[config.mk]
export PLATFORM = sky130hd
export DESIGN_NAME = lane_sbit_counter
export DESIGN_NICKNAME = d
export VERILOG_FILES = /design/src/rtl/vec_balance_pkg.sv /design/src/rtl/lane_popcnt.sv /design/src/rtl/lane_sbit_counter.sv
export SDC_FILE = /design/constraint.sdc
export NUM_CORES = 1
export LEC_CHECK = 0
export ABC_AREA = 1
export CAP_MARGIN = 20
export CORE_AREA = 5 5 89 153
export CTS_BUF_LIST = sky130_fd_sc_hd__clkbuf_8
export CTS_CLUSTER_SIZE = 30
export DETAILED_ROUTE_END_ITERATION = 8
export DIE_AREA = 0 0 94 158
export GPL_TIMING_DRIVEN = 0
export PLACE_DENSITY = 0.94
export SLEW_MARGIN = 20
export SYNTH_ARGS = -nofsm -noshare
export SYNTH_HDL_FRONTEND = slang
export SYNTH_SLANG_ARGS = --single-unit
[constraint.sdc]
create_clock -name clk_i -period 4.8 [get_ports clk_i]
set_input_delay 0.48 -clock clk_i [delete_from_list [all_inputs] [get_ports clk_i]]
set_output_delay 0.48 -clock clk_i [all_outputs]
set_load 0.005 [all_outputs]
[src/rtl/vec_balance_pkg.sv]
// vec_balance_pkg: shared widths, types and the saturating accumulate used on the lane balance path.
package vec_balance_pkg;
  localparam int DATA_WIDTH = 32;
  localparam int SBIT_CNT_B = $clog2(DATA_WIDTH);
  localparam int PC_W = SBIT_CNT_B + 1;
  typedef logic [SBIT_CNT_B-1:0] sbit_cnt_t;
  typedef logic [PC_W-1:0] pc_t;
  typedef enum logic [1:0] {IDLE, ACCUM, PUBLISH} cnt_state_e;
  typedef struct packed {
    logic      hit;
    sbit_cnt_t val;
  } sat_res_t;
  // acc <= 2^B-1 and pc <= 2^B, so the sum fits in B+1 bits and its top bit alone flags overflow.
  function automatic sat_res_t sat_add(input sbit_cnt_t acc, input pc_t pc);
    pc_t      sum;
    sat_res_t res;
    sum = {1'b0, acc} + pc;
    res.hit = sum[SBIT_CNT_B];
    res.val = res.hit ? '1 : sum[SBIT_CNT_B-1:0];
    return res;
  endfunction
endpackage

[src/rtl/lane_popcnt.sv]
// lane_popcnt: combinational set-bit count of one lane word.
module lane_popcnt #(
  parameter int DATA_WIDTH = 32
) (
  input  logic [DATA_WIDTH-1:0]       data_i,
  output logic [$clog2(DATA_WIDTH):0] cnt_o
);
  always_comb begin
    cnt_o = '0;
    for (int i = 0; i < DATA_WIDTH; i++) cnt_o = cnt_o + ($clog2(DATA_WIDTH)+1)'(data_i[i]);
  end
endmodule

[src/rtl/lane_sbit_counter.sv]
// lane_sbit_counter: per-lane saturating popcount over a frame of beats,
// published as a held count vector with a one-cycle valid pulse.
module lane_sbit_counter
  import vec_balance_pkg::*;
#(
  parameter int LANES = 4
) (
  input  logic                                 clk_i,
  input  logic                                 rst_ni,
  input  logic [LANES-1:0][DATA_WIDTH-1:0]     lane_data_i,
  input  logic                                 valid_i,
  input  logic                                 last_i,
  output logic                                 ready_o,
  input  logic                                 clear_i,
  output logic [LANES-1:0][SBIT_CNT_B-1:0]     lane_sbit_cnt_o,
  output logic                                 cnt_valid_o,
  output logic [LANES-1:0]                     sat_o
);
  cnt_state_e            r_state, w_next;
  logic                  r_ready;
  sbit_cnt_t [LANES-1:0] r_acc, w_val;
  logic [LANES-1:0]      r_acc_sat, w_hit;
  logic                  w_accept, w_pub;

  assign w_accept = valid_i & r_ready;
  assign w_pub = w_accept & last_i & ~clear_i;

  for (genvar l = 0; l < LANES; l++) begin : g_lane
    pc_t      w_pc;
    sat_res_t w_res;
    lane_popcnt #(.DATA_WIDTH(DATA_WIDTH)) u_popcnt (.data_i(lane_data_i[l]), .cnt_o(w_pc));
    assign w_res = sat_add(r_acc[l], w_pc);
    assign w_val[l] = w_res.val;
    assign w_hit[l] = w_res.hit | r_acc_sat[l];
  end

  always_comb begin
    w_next = (clear_i || r_state == PUBLISH) ? IDLE :
             w_accept ? (last_i ? PUBLISH : ACCUM) : r_state;
  end

  // ready is registered from the next state so it stays low while reset is held.
  always_ff @(posedge clk_i or negedge rst_ni) begin
    if (!rst_ni) begin
      r_state <= IDLE;
      r_ready <= 1'b0;
    end else begin
      r_state <= w_next;
      r_ready <= w_next != PUBLISH;
    end
  end

  always_ff @(posedge clk_i or negedge rst_ni) begin
    if (!rst_ni) begin
      r_acc           <= '0;
      r_acc_sat       <= '0;
      lane_sbit_cnt_o <= '0;
      sat_o           <= '0;
      cnt_valid_o     <= 1'b0;
    end else begin
      cnt_valid_o <= w_pub;
      if (clear_i || (w_accept && last_i)) begin
        r_acc     <= '0;
        r_acc_sat <= '0;
      end else if (w_accept) begin
        r_acc     <= w_val;
        r_acc_sat <= w_hit;
      end
      if (w_pub) begin
        lane_sbit_cnt_o <= w_val;
        sat_o           <= w_hit;
      end
    end
  end

  assign ready_o = r_ready;
endmodule

==> impl_metrics.xml <==
<?xml version="1.0" encoding="UTF-8"?>
<metrics>
  <group name="logic_synthesis">
    <metric name="synth-seq-cells" unit="">52</metric>
    <metric name="post_synth.cell_area_avg" unit="um2">8.76</metric>
    <metric name="syn-num-nets" unit="">1011</metric>
    <metric name="syn_area" unit="um2">6220</metric>
    <metric name="syn_inst" unit="">710</metric>
    <metric name="synth_seq_area_share" unit="">0.209</metric>
    <metric name="yosysWarnings" unit="">0</metric>
    <metric name="number_of_different_library_cells_in_the_post_synthesis_netlist" unit="">22</metric>
  </group>
  <group name="drt">
    <metric name="route.antenna.remaining_nets" unit="">0</metric>
    <metric name="route.vias.total" unit="">5091</metric>
    <metric name="drt_first_iter_violations" unit="">209</metric>
    <metric name="avgViaCountPerCell" unit="">4.81</metric>
    <metric name="route.final.wire_length" unit="um">15600</metric>
    <metric name="drt_drc_violations_left" unit="">0</metric>
    <metric name="firstDrtPassIters" unit="">6</metric>
    <metric name="detail_route.wl_per_cell" unit="um">14.8</metric>
  </group>
  <group name="timing">
    <metric name="finalSetupViolations" unit="">1</metric>
    <metric name="grt_setup_unrepaired" unit="">yes</metric>
    <metric name="clock-skew-final" unit="ps">6.72</metric>
    <metric name="number_of_hold_slack_violations_in_the_final_timing_report" unit="">0</metric>
    <metric name="report.final.slew_viol_count" unit="">0</metric>
    <metric name="final_critical_path_setup_slack" unit="ps">-12.5</metric>
    <metric name="worst_slew_pin_slew" unit="ps">483</metric>
    <metric name="slew_headroom" unit="">0.678</metric>
    <metric name="layout_worst_path_cycle_share" unit="">1.00</metric>
    <metric name="max_freq" unit="MHz">208</metric>
    <metric name="min_period" unit="ps">4810</metric>
  </group>
  <group name="setup_path">
    <metric name="cp_data_required_time" unit="ps">5010</metric>
    <metric name="start_kind" unit="">input port</metric>
    <metric name="worst-setup-path-type" unit="">input port to register</metric>
    <metric name="end_kind" unit="">register</metric>
    <metric name="crit_fanout" unit="">2</metric>
    <metric name="cp.arrival" unit="ps">5020</metric>
  </group>
  <group name="floorplan">
    <metric name="die_area" unit="um2">14900</metric>
    <metric name="initial_core_util" unit="">0.506</metric>
    <metric name="num_io_pins" unit="">159</metric>
    <metric name="die_x" unit="um">94</metric>
    <metric name="floorplan.rows" unit="">54</metric>
    <metric name="die_height" unit="um">158</metric>
    <metric name="coreArea" unit="um2">12300</metric>
  </group>
  <group name="final_layout">
    <metric name="antennaDiodeCount" unit="">0</metric>
    <metric name="areaGrowthSynthToFinish" unit="%">38.0</metric>
    <metric name="final_common_cell" unit="">nand2_1</metric>
    <metric name="layout.cells.most_common_list" unit="">180 x nand2_1, 171 x inv_1, 93 x clkdlybuf4s50_1</metric>
    <metric name="post_route_cells_drive_above_1_share" unit="">0.166</metric>
    <metric name="finish.net_count" unit="">1190</metric>
  </group>
  <group name="grt">
    <metric name="pin_count_of_the_biggest_net_entering_global_routing" unit="">34</metric>
    <metric name="grt_pass1_wl" unit="um">25100</metric>
    <metric name="gr-total-overflow" unit="">0</metric>
    <metric name="number_of_global_route_vias_before_repair" unit="">5930</metric>
    <metric name="antenna_violations_before_repair" unit="">0</metric>
    <metric name="grt.total_usage" unit="">0.213</metric>
  </group>
  <group name="run_status">
    <metric name="violations_in_the_final_reports" unit="">setup timing</metric>
    <metric name="run_status" unit="">complete, but fails checks</metric>
  </group>
  <group name="clock_network">
    <metric name="max-clock-path-buffers" unit="">2</metric>
    <metric name="tritoncts" unit="">yes</metric>
    <metric name="tritoncts.num_buffers" unit="">5</metric>
    <metric name="clock-sinks" unit="">52</metric>
    <metric name="path_clk_slew" unit="ps">100</metric>
    <metric name="postCtsHoldBufs" unit="">0</metric>
    <metric name="cts.root.buffer_cell" unit="">clkbuf_8</metric>
    <metric name="clkLatencyLatePin" unit="ps">310</metric>
    <metric name="cts.htree.levels" unit="">2</metric>
  </group>
  <group name="placed_design">
    <metric name="place.port_buffers" unit="">158</metric>
    <metric name="post-place-ws" unit="ps">-759</metric>
    <metric name="hpwlAfterDp" unit="um">12700</metric>
    <metric name="routabilityCongestion" unit="">0.808</metric>
  </group>
  <group name="min_path">
    <metric name="timing.hold.worst.class" unit="">input port to async pin</metric>
  </group>
  <group name="run">
    <metric name="max_cap_violations" unit="">0</metric>
  </group>
</metrics>
## critical path: stages
cell and delay [ps]:
buf_6 100, ha_4 250, inv_2 30, fa_1 480, fa_2 610, fa_2 470
fa_1 570, fa_1 430, fa_1 510, inv_2 50, ha_4 160, fa_2 360
buf_6 140, xnor2_4 160, nand3_2 100, nand2_2 80, nand2_1 50
## flip-flops by register name (all words and copies together) (netlist names)
signal,flops
r_acc,20
cnt_valid_o,1
ready_o,1
r_state,2
lane_sbit_cnt_o,20
sat_o,4
r_acc_sat,4
## kinds of logic after synthesis
| kind of cell | count (synthesis) | share of synthesized area |
|---|---|---|
| fa+ha+maj | 168 | 0.463 |
| compound gates | 15 | 0.0127 |
| simple gates | 251 | 0.170 |
| buf+inv | 218 | 0.136 |
| flops | 52 | 0.209 |
| xor+xnor | 6 | 0.00845 |
## final timing paths
kind / startpoint / slack [ps] / depth (start not counted) / to
setup / recovery: lane_data_i[1] / -10 / 17 / r_acc[2]
hold / removal: rst_ni / 110 / 1 / lane_sbit_cnt_o[18]
setup reg to reg: r_acc[1] / 340 / 17 / r_acc[1]
hold reg to reg: sat_o[3] / 500 / 2 / sat_o[3]
max in group asynchronous: rst_ni / 4140 / 2 / r_acc[8]
min in group clk_i: sat_o[3] / 500 / 2 / sat_o[3]
## metrics by stage
stage / std cells / util / setup TNS [ps] / cell area, um2 / hold slack, ps
finish: 1058 / 0.698 / -12.5 / 8590 / 113
global route: 1058 / 0.698 / -2860 / 8590 / 158
CTS: 1055 / 0.683 / -343 / 8400 / 132
detailed placement: 1037 / 0.654 / -33920 / 8040 / 464
global placement: 1036 / 0.652 / -30100 / 8020 / 462
floorplan: 710 / - / 0 / 6230 / 184
## final cells by class
type	count	area, um2
Fill cell	891	3710
Tap cell	168	210
Buffer	8	60.1
Multi-Input combinational cell	440	4460
Timing Repair Buffer	172	1660
Clock buffer	5	68.8
Inverter	210	788
Sequential cell	52	1300
Clock inverter	3	42.5
## cell usage after synthesis (all sizes together)
cell type / number / area share
xnor2: 5 / 0.0070
nand4: 2 / 0.0020
inv: 210 / 0.13
xor2: 1 / 0.0014
nand3b: 8 / 0.0097
nor2: 13 / 0.011
a21oi: 14 / 0.012
ha: 64 / 0.13
o21ai: 1 / 0.00080
nand3: 36 / 0.029
nand2: 192 / 0.12
dfrtp: 52 / 0.21
buf: 8 / 0.0097
fa: 104 / 0.33
## metal layers
metal,track usage,vias to the layer above,share of wire
met5,0,-,0
met4,0.0854,0,0.020
met3,0.0352,28,0.047
met2,0.441,131,0.61
met1,0.196,2524,0.32
li1,-,2408,-
## what timing repair did
action / in CTS / in global routing
pin swaps: 114 / 61
gates cloned: 0 / 0
setup endpoints to repair: 48 / 48
setup buffers: 10 / 3
gates resized for setup: 158 / 44
Power is not shown: default switching activity piles up to over one toggle a cycle in this logic, so the estimate is an artifact.
